## config.mk

```make
export PLATFORM = sky130hd
export DESIGN_NAME = key_event_arbiter_flat
export DESIGN_NICKNAME = d
export VERILOG_FILES = /design/src/rtl/key_event_arbiter_if.sv /design/src/rtl/key_event_arbiter.sv /design/src/flat_wrapper.sv
export SDC_FILE = /design/constraint.sdc
export NUM_CORES = 1
export LEC_CHECK = 0
export ABC_AREA = 0
export CORE_MARGIN = 1
export CORE_UTILIZATION = 25
export DETAILED_ROUTE_END_ITERATION = 6
export GPL_ROUTABILITY_DRIVEN = 0
export PLACE_DENSITY_LB_ADDON = 0.12
export SETUP_SLACK_MARGIN = 0.5
export SYNTH_ARGS = -nofsm -noshare
export SYNTH_HDL_FRONTEND = slang
export SYNTH_SLANG_ARGS = --single-unit
```

## constraint.sdc

```tcl
create_clock -name clock -period 2.55 [get_ports clock]
set_clock_uncertainty 0.2 [all_clocks]
set_input_delay 0.51 -clock clock [delete_from_list [all_inputs] [get_ports clock]]
set_output_delay 0.51 -clock clock [all_outputs]
set_load 0.01 [all_outputs]
```

## src/rtl/key_event_arbiter_if.sv

```systemverilog
`default_nettype none
// ============================================================================
// Module      : key_event_arbiter_if
// Description : Source-side and consumer-side handshake bundle for the
//               multi-channel key event arbiter.
// Revision    : 1.0 - initial release
// ============================================================================
interface key_event_arbiter_if #(
    parameter int CHANNELS   = 2,
    parameter int DATA_WIDTH = 3,
    parameter int DEPTH      = 8,
    parameter int CNT_WIDTH  = 8
);
    localparam int CW = (CHANNELS > 1) ? $clog2(CHANNELS) : 1;
    localparam int FW = $clog2(DEPTH + 1);

    logic [CHANNELS-1:0]            src_ready;
    logic [CHANNELS*DATA_WIDTH-1:0] src_data;
    logic [CHANNELS-1:0]            src_read_fin;
    logic                           out_ready;
    logic [DATA_WIDTH-1:0]          out_data;
    logic [CW-1:0]                  out_chan;
    logic                           out_read_fin;
    logic [FW-1:0]                  fifo_count;
    logic [CNT_WIDTH-1:0]           drop_count;

    // Master drives the sources and the consumer ack; slave is the arbiter.
    modport master (
        output src_ready, src_data, out_read_fin,
        input  src_read_fin, out_ready, out_data, out_chan, fifo_count, drop_count
    );

    modport slave (
        input  src_ready, src_data, out_read_fin,
        output src_read_fin, out_ready, out_data, out_chan, fifo_count, drop_count
    );
endinterface
`default_nettype wire

```

## src/rtl/key_event_arbiter.sv

```systemverilog
`default_nettype none
// ============================================================================
// Module      : key_event_arbiter
// Description : Round-robin capture of N ready/read_fin event sources into a
//               first-word-fall-through FIFO tagged with the source channel.
// Revision    : 1.0 - initial release
// ============================================================================
module key_event_arbiter #(
    parameter int CHANNELS       = 2,
    parameter int DATA_WIDTH     = 3,
    parameter int DEPTH          = 8,
    parameter int DROP_WHEN_FULL = 0,
    parameter int CNT_WIDTH      = 8
) (
    input  wire logic         clock,
    input  wire logic         reset_n,
    key_event_arbiter_if.slave bus
);
    localparam int CW = (CHANNELS > 1) ? $clog2(CHANNELS) : 1;
    localparam int FW = $clog2(DEPTH + 1);
    localparam int AW = $clog2(DEPTH);
    localparam int EW = CW + DATA_WIDTH;

    logic [EW-1:0]        r_mem [DEPTH];
    logic [AW-1:0]        r_wptr;
    logic [AW-1:0]        r_rptr;
    logic [FW-1:0]        r_count;
    logic [CW-1:0]        r_rr;
    logic [CHANNELS-1:0]  r_armed;
    logic [CHANNELS-1:0]  r_fin;
    logic                 r_rfin_q;
    logic [CNT_WIDTH-1:0] r_drop;

    logic [CHANNELS-1:0]  w_elig;
    logic                 w_found;
    logic [CW-1:0]        w_gnt;
    logic [CW-1:0]        w_rr_next;
    logic [CHANNELS-1:0]  w_onehot;
    logic [EW-1:0]        w_head;
    logic                 w_pop;
    logic                 w_full;
    logic                 w_room;
    logic                 w_grant;
    logic                 w_push;
    logic                 w_drop;
    int unsigned          w_sum;

    assign w_elig = bus.src_ready & r_armed;

    // First eligible channel at or after the round-robin pointer, wrapping.
    always_comb begin
        w_found = 1'b0;
        w_gnt   = '0;
        w_sum   = 0;
        for (int k = 0; k < CHANNELS; k++) begin
            w_sum = int'(r_rr) + k;
            if (w_sum >= CHANNELS) begin
                w_sum = w_sum - CHANNELS;
            end
            if (!w_found && w_elig[CW'(w_sum)]) begin
                w_found = 1'b1;
                w_gnt   = CW'(w_sum);
            end
        end
    end

    assign w_pop     = bus.out_read_fin & ~r_rfin_q & (r_count != '0);
    assign w_full    = (r_count == FW'(DEPTH));
    assign w_room    = !w_full || w_pop;
    assign w_grant   = w_found && (w_room || (DROP_WHEN_FULL != 0));
    assign w_push    = w_found && w_room;
    assign w_drop    = w_found && !w_room && (DROP_WHEN_FULL != 0);
    assign w_rr_next = (w_gnt == CW'(CHANNELS - 1)) ? '0 : w_gnt + CW'(1);
    assign w_onehot  = w_grant ? (CHANNELS'(1) << w_gnt) : '0;

    always_ff @(posedge clock) begin
        if (!reset_n) begin
            r_wptr   <= '0;
            r_rptr   <= '0;
            r_count  <= '0;
            r_rr     <= '0;
            r_armed  <= '1;
            r_fin    <= '0;
            r_rfin_q <= 1'b0;
            r_drop   <= '0;
        end else begin
            r_rfin_q <= bus.out_read_fin;
            r_fin    <= w_onehot;
            if (w_grant) begin
                r_rr <= w_rr_next;
            end
            for (int i = 0; i < CHANNELS; i++) begin
                if (w_onehot[i]) begin
                    r_armed[i] <= 1'b0;
                end else if (!bus.src_ready[i]) begin
                    r_armed[i] <= 1'b1;
                end
            end
            if (w_push) begin
                r_wptr <= r_wptr + AW'(1);
            end
            if (w_pop) begin
                r_rptr <= r_rptr + AW'(1);
            end
            case ({w_push, w_pop})
                2'b10:   r_count <= r_count + FW'(1);
                2'b01:   r_count <= r_count - FW'(1);
                default: r_count <= r_count;
            endcase
            if (w_drop && (r_drop != '1)) begin
                r_drop <= r_drop + CNT_WIDTH'(1);
            end
        end
    end

    // Storage carries no reset; the head is masked to zero whenever empty.
    always_ff @(posedge clock) begin
        if (reset_n && w_push) begin
            r_mem[r_wptr] <= {w_gnt, bus.src_data[w_gnt*DATA_WIDTH +: DATA_WIDTH]};
        end
    end

    assign w_head           = r_mem[r_rptr];
    assign bus.out_ready    = (r_count != '0);
    assign bus.out_data     = bus.out_ready ? w_head[DATA_WIDTH-1:0] : '0;
    assign bus.out_chan     = bus.out_ready ? w_head[EW-1:DATA_WIDTH] : '0;
    assign bus.fifo_count   = r_count;
    assign bus.drop_count   = r_drop;
    assign bus.src_read_fin = r_fin;
endmodule
`default_nettype wire

```

## src/flat_wrapper.sv

```systemverilog
// flat-port wrapper written by rule: the top's interface ports become plain ports
module key_event_arbiter_flat 
#(
    parameter int CHANNELS       = 2,
    parameter int DATA_WIDTH     = 3,
    parameter int DEPTH          = 8,
    parameter int DROP_WHEN_FULL = 0,
    parameter int CNT_WIDTH      = 8
)
  (clock, reset_n, bus_src_ready, bus_src_data, bus_out_read_fin, bus_src_read_fin, bus_out_ready, bus_out_data, bus_out_chan, bus_fifo_count, bus_drop_count);
  key_event_arbiter_if #(.CHANNELS(CHANNELS), .DATA_WIDTH(DATA_WIDTH), .DEPTH(DEPTH), .CNT_WIDTH(CNT_WIDTH)) bus_i ();
  input  wire logic clock;
  input  wire logic reset_n;
  input wire logic [$bits(bus_i.src_ready)-1:0] bus_src_ready;
  input wire logic [$bits(bus_i.src_data)-1:0] bus_src_data;
  input wire logic [$bits(bus_i.out_read_fin)-1:0] bus_out_read_fin;
  output wire logic [$bits(bus_i.src_read_fin)-1:0] bus_src_read_fin;
  output wire logic [$bits(bus_i.out_ready)-1:0] bus_out_ready;
  output wire logic [$bits(bus_i.out_data)-1:0] bus_out_data;
  output wire logic [$bits(bus_i.out_chan)-1:0] bus_out_chan;
  output wire logic [$bits(bus_i.fifo_count)-1:0] bus_fifo_count;
  output wire logic [$bits(bus_i.drop_count)-1:0] bus_drop_count;
  assign bus_i.src_ready = bus_src_ready;
  assign bus_i.src_data = bus_src_data;
  assign bus_i.out_read_fin = bus_out_read_fin;
  assign bus_src_read_fin = bus_i.src_read_fin;
  assign bus_out_ready = bus_i.out_ready;
  assign bus_out_data = bus_i.out_data;
  assign bus_out_chan = bus_i.out_chan;
  assign bus_fifo_count = bus_i.fifo_count;
  assign bus_drop_count = bus_i.drop_count;
  key_event_arbiter #(.CHANNELS(CHANNELS), .DATA_WIDTH(DATA_WIDTH), .DEPTH(DEPTH), .DROP_WHEN_FULL(DROP_WHEN_FULL), .CNT_WIDTH(CNT_WIDTH)) u_core (.clock(clock), .reset_n(reset_n), .bus(bus_i));
endmodule
```

# Word-level counts from Yosys, hierarchy flattened
# Memories as Yosys holds them, arrays and structs flattened. A register that Yosys moved wholly into a read port is not among the register bits.
# Cells that the tools add are included.
[word_totals]
ff_bits = 16
ramBits = 32
input_bits = 11
n_memories = 1
[memory_table]
columns = ["memory", "words", "word_bits", "read_ports", "rd_clocked_by_memory_dff", "wr", "line_no", "source"]
rows = [
  ["u_core.r_mem", 8, 4, 1, 1, 1, "key_event_arbiter.sv:24", "logic [EW-1:0] r_mem [DEPTH];"],
]
[classes]
n_addsub = 8
mul = 1
n_lt_le_gt_ge = 4
n_eq_ne = 5
n_shift = 2
n_mux = 23
n_bitwise = 4
reduce_logical = 8
[op_table]
columns = ["cell", "n"]
rows = [
  ["$mux 1", 18],
  ["$mux 3", 3],
  ["$pmux 4 s2", 1],
  ["$add 3x1->3 const B", 2],
  ["$shiftx 6x4->3", 1],
  ["$add 4x1->4 const B", 1],
  ["$eq 4x4->1 const B", 1],
  ["$lt 1x2->1 const B", 2],
  ["$ne 2x1->1 const B", 2],
  ["$reduce_bool 4->1", 1],
  ["$sub 4x1->4 const B", 1],
  ["$logic_and 1x1->1", 3],
  ["$mul 1x2->3 const B", 1],
  ["$add 1x1->2 const B", 1],
  ["$and 1x1->1", 2],
  ["$and 2x2->2", 1],
  ["$eq 2x1->1 const B", 1],
  ["$eq 2x2->1 const B", 1],
  ["$ge 1x2->1 const B", 1],
  ["$ge 2x2->1 const B", 1],
  ["$logic_not 1->1", 2],
  ["$mux 2", 1],
  ["$reduce_bool 2->1", 1],
  ["$shl 1x1->2 const A", 1],
  ["4 further kinds", 5],
]

# Depth between registers and ports, before layout
[logic_depth]
word_depth = 12
mapped_depth = 12

# Worst setup path after synthesis
# No wires, ideal clock.
[synth_path]
path_kind = "input -> register"
start = "input bus_out_read_fin"
end = "register u_core.r_count[2], in the netlist u_core.bus.fifo_count[2]"
arrival_time_ns = 2.276
setup_slack_ns = 0.004
stages = 11
path_buffers = 1
path_cell_list = "nand2b_1 > a32oi_1 > buf_4 > inv_1 > ha_1 > xor2_1 > ha_1 > a21oi_1 > xor2_1 > or3_1 > a21boi_1"
[synth_via]
elab_chain_cells = 6
word_cells_on_any_way = 8
[synth_lines]
columns = ["element", "line_no", "source"]
rows = [
  ["from (decl)", "flat_wrapper.sv:16", "input wire logic [$bits(bus_i.out_read_fin)-1:0] bus_out_read_fin;"],
  ["$and 1x1->1 (*) (2 in a row)", "key_event_arbiter.sv:67", "assign w_pop = bus.out_read_fin & ~r_rfin_q & (r_count != '0);"],
  ["$logic_or 1x1->1", "key_event_arbiter.sv:69", "assign w_room = !w_full || w_pop;"],
  ["$logic_and 1x1->1", "key_event_arbiter.sv:71", "assign w_push = w_found && w_room;"],
  ["$eq 2x1->1 / $eq 2x2->1 (equally long branches)", "key_event_arbiter.sv:105", "case ({w_push, w_pop})"],
  ["$pmux 4 s2 / $reduce_bool 2->1 (equally long branches)", "n/a", ""],
  ["to (signal assigned)", "key_event_arbiter.sv:106", "2'b10: r_count <= r_count + FW'(1);"],
  ["to (signal assigned)", "key_event_arbiter.sv:107", "2'b01: r_count <= r_count - FW'(1);"],
  ["to (signal assigned)", "key_event_arbiter.sv:108", "default: r_count <= r_count;"],
  ["to (decl)", "key_event_arbiter.sv:27", "logic [FW-1:0] r_count;"],
]
# Mark *: on every way between the ends. The rest lies on a longest branch, timed or not.
# A chain may end at the register's enable or synchronous reset.

==> metrics.txt <==
die area 9270 µm²; Synth Cell Area 2220 µm²; nets@finish 231; crit end category output port; Compound-Gate Fraction of Synth Area 4.50%; share of cells above drive strength 1 40.3%; Max Cap Viol 0; Sequential Area 1360 µm²; CP Data Required Time 1840 ps; GR Util All Layers 10.6%; Initial Util 25.6%; Std-Cell Rows 34; routing usage on met1 13.3%; Fin Hold WS 282 ps; top cells by area, synth edfxtp_1 (43%), dfxtp_1 (17%), mux4_2 (8.1%), mux2i_1 (3.6%), buf_4 (3.0%); XOR/XNOR Fraction of Synth Area 1.97%; antenna fix cells 0; post-synthesis simple-gate area fraction 12.0%; wire per inst 13.9 µm; area of the multi-input gates 922 µm²; post-DR vias/cell 4.23; Worst Hold Launch u_core.r_armed[1]; Final Hold Fails 0; Port Buffers 21; # H-tree levels 2; VDD IR-drop max 0.316 mV; Synth warnings 0; design area 2980 µm²; synth-to-layout area growth 34.2%; most crowded layer after global routing met2; Area after DPL 2710 µm²; fin util 34.4%; met2 usage 17.6%; post-synthesis sequential area ratio 60.3%; # placed instances 303; final WL 4510 µm; mean post-synth cell area 13.7 µm²; Worst Setup Start Kind flip-flop; die width 96.3 µm; PwrDens 863 nW/µm²; Core Area 8680 µm²; post-synthesis mux area share 13.2%; pre-CTS setup slack -284 ps; Clock transition at path regs 100 ps; largest family of logic cells by synthesized area multiplexers; Pleak 0.00112 µW; first-pass GRT wire length 7110 µm; number of setup violations in the final report 0; outcome finished, final reports clean; Antenna Nets Post-Route 0; post-route setup slack 103 ps; Yosys top cell area share 43.2%; final period utilization 96.0%; CTS Buffer Depth 2; vias in the first global route 1373; CP Max Fanout 8; met3 global-route usage 2.61%; boundary pin count 30; min Tclk post-route 2450 ps; largest net degree at the start of global routing 19; Max Freq 409 MHz; count of different cell masters after synthesis 37; vias 1369; Num CTS Buffers 5; height of the die 96.3 µm; DRC Markers 0; Syn Inst Count 162; router iterations before antenna repair 4; total grt overflow 0; clk root buf clkbuf_8; WS Path Type reg2out; post-synth top area cell edfxtp_1; filler instances 885; Post-Layout Cell Count 324; initial DRC count 36; CTS tree done; #FFs+latches synth 51; clock sink count 51; RR Startpoint u_core.bus.fifo_count[2]; Hold Crit Class reg2reg; HPWL Detailed 3070 µm; RSZ-0062 raised after global routing true; Synth Area in Adders 2.81%; antenna violations before repair 0; worst skew pair latency 310 ps; Max Slew Vio Count 0; Worst Path Arrival 1740 ps
[state kept, by name (all words and copies together), names as in the netlist, named ones only]
name                     count
u_core.r_rr                  1
u_core.r_rfin_q              1
u_core.r_armed               2
u_core.bus.fifo_count        4
u_core.r_mem                32
u_core.bus.src_read_fin      2
u_core.r_wptr                3
u_core.r_rptr                3
[repair_timing]
item,in CTS,in global routing
pin swaps,4,8
gates resized for setup,43,8
endpoints found under the hold margin,0,0
hold buffers,0,0
setup buffers,7,6
setup endpoints to repair,45,25
[where the power goes]
part           internal (µW)  total, µW  switching (µW)
sequential               971       1050            80.7
combinational            586       1020             434
clock                    204        503             299
[kinds of logic (layout without fill, tap and decap cells)]
group,after synthesis,after routing
other cells,1,8
flops,51,51
simple gates,49,49
fa+ha+maj,5,5
xor+xnor,5,5
compound gates,14,14
mux,19,19
buf+inv,18,65
[cell type report]
type	instances	share of cell area, %
Tap cell	108	4.53
Inverter	2	0.335
Timing Repair Buffer	55	15.5
Sequential cell	51	45.5
Multi-Input combinational cell	100	30.9
Clock inverter	3	0.964
Clock buffer	5	2.31
[worst paths after layout]
check	endpoint	slack, ps	cells after the start
worst max-delay path	bus_out_data[1]	100	6
worst min-delay path	u_core.r_armed[1]	280	1
worst max register to register	u_core.bus.fifo_count[2]	280	10
worst min register to register	u_core.r_armed[1]	280	1
[layout by cell type (no fill, tap or decap), types with 3 or more instances in the layout]
| cell type | netlist | layout |
|---|---|---|
| and2_1 | 5 | 5 |
| buf_2 | 2 | 5 |
| buf_4 | 9 | 29 |
| buf_6 | 1 | 4 |
| clkbuf_8 | 0 | 5 |
| clkdlybuf4s50_1 | 0 | 11 |
| conb_1 | 1 | 8 |
| dfxtp_1 | 19 | 14 |
| dfxtp_4 | 0 | 4 |
| dlygate4sd2_1 | 0 | 5 |
| edfxtp_1 | 32 | 32 |
| mux2_2 | 3 | 3 |
| mux2i_1 | 8 | 7 |
| mux4_2 | 8 | 8 |
| nand2_1 | 11 | 9 |
| nand2_2 | 1 | 3 |
| nand2b_1 | 6 | 4 |
| nor2_1 | 8 | 7 |
| nor2b_1 | 4 | 4 |
| nor3_1 | 7 | 3 |
| nor3_2 | 0 | 3 |
| o21ai_0 | 4 | 4 |
| xor2_1 | 4 | 3 |
[critical path, cell delays in order (launching register included)]
cell and delay (ps):
dfxtp_2 350, buf_12 130, buf_6 90, mux4_2 490, mux2i_2 180, nor2_1 50, buf_2 130
[stage by stage]
| stage | setup TNS [ps] | total power (µW) |
|---|---|---|
| 2_1_floorplan | 0 | 1540 |
| 3_3_place_gp | -973 | 1880 |
| 3_5_place_dp | -1400 | 1900 |
| 4_1_cts | 0 | 2500 |
| 5_1_grt | 0 | 2740 |
| 6_report | 0 | 2570 |
[metal layers]
layer	vias up	routed length, µm
met5	-	0
met4	0	68
met3	4	185
met2	31	2200
met1	661	2060
li1	673	-
[Yosys cell counts]
| master | count |
|---|---|
| edfxtp_1 | 32 |
| dfxtp_1 | 19 |
| nand2_1 | 11 |
| buf_4 | 9 |
| mux2i_1 | 8 |
| mux4_2 | 8 |
| nor2_1 | 8 |
| nor3_1 | 7 |
| nand2b_1 | 6 |
| and2_1 | 5 |
| ha_1 | 5 |
| clkbuf_1 | 4 |
| nor2b_1 | 4 |
| o21ai_0 | 4 |
| xor2_1 | 4 |
| mux2_2 | 3 |
| a21boi_1 | 2 |
| buf_2 | 2 |
| inv_1 | 2 |
| nor3b_1 | 2 |
| a21boi_0 | 1 |
| a21o_1 | 1 |
| a21oi_1 | 1 |
| a32o_1 | 1 |
| a32oi_1 | 1 |
| and3_1 | 1 |
| buf_6 | 1 |
| conb_1 | 1 |
| nand2_2 | 1 |
| nand3_1 | 1 |
| nor2_2 | 1 |
| nor4_4 | 1 |
| o211a_1 | 1 |
| o21ba_2 | 1 |
| o22ai_1 | 1 |
| or3_1 | 1 |
| xnor2_1 | 1 |
(Power assumes the default switching activity.)
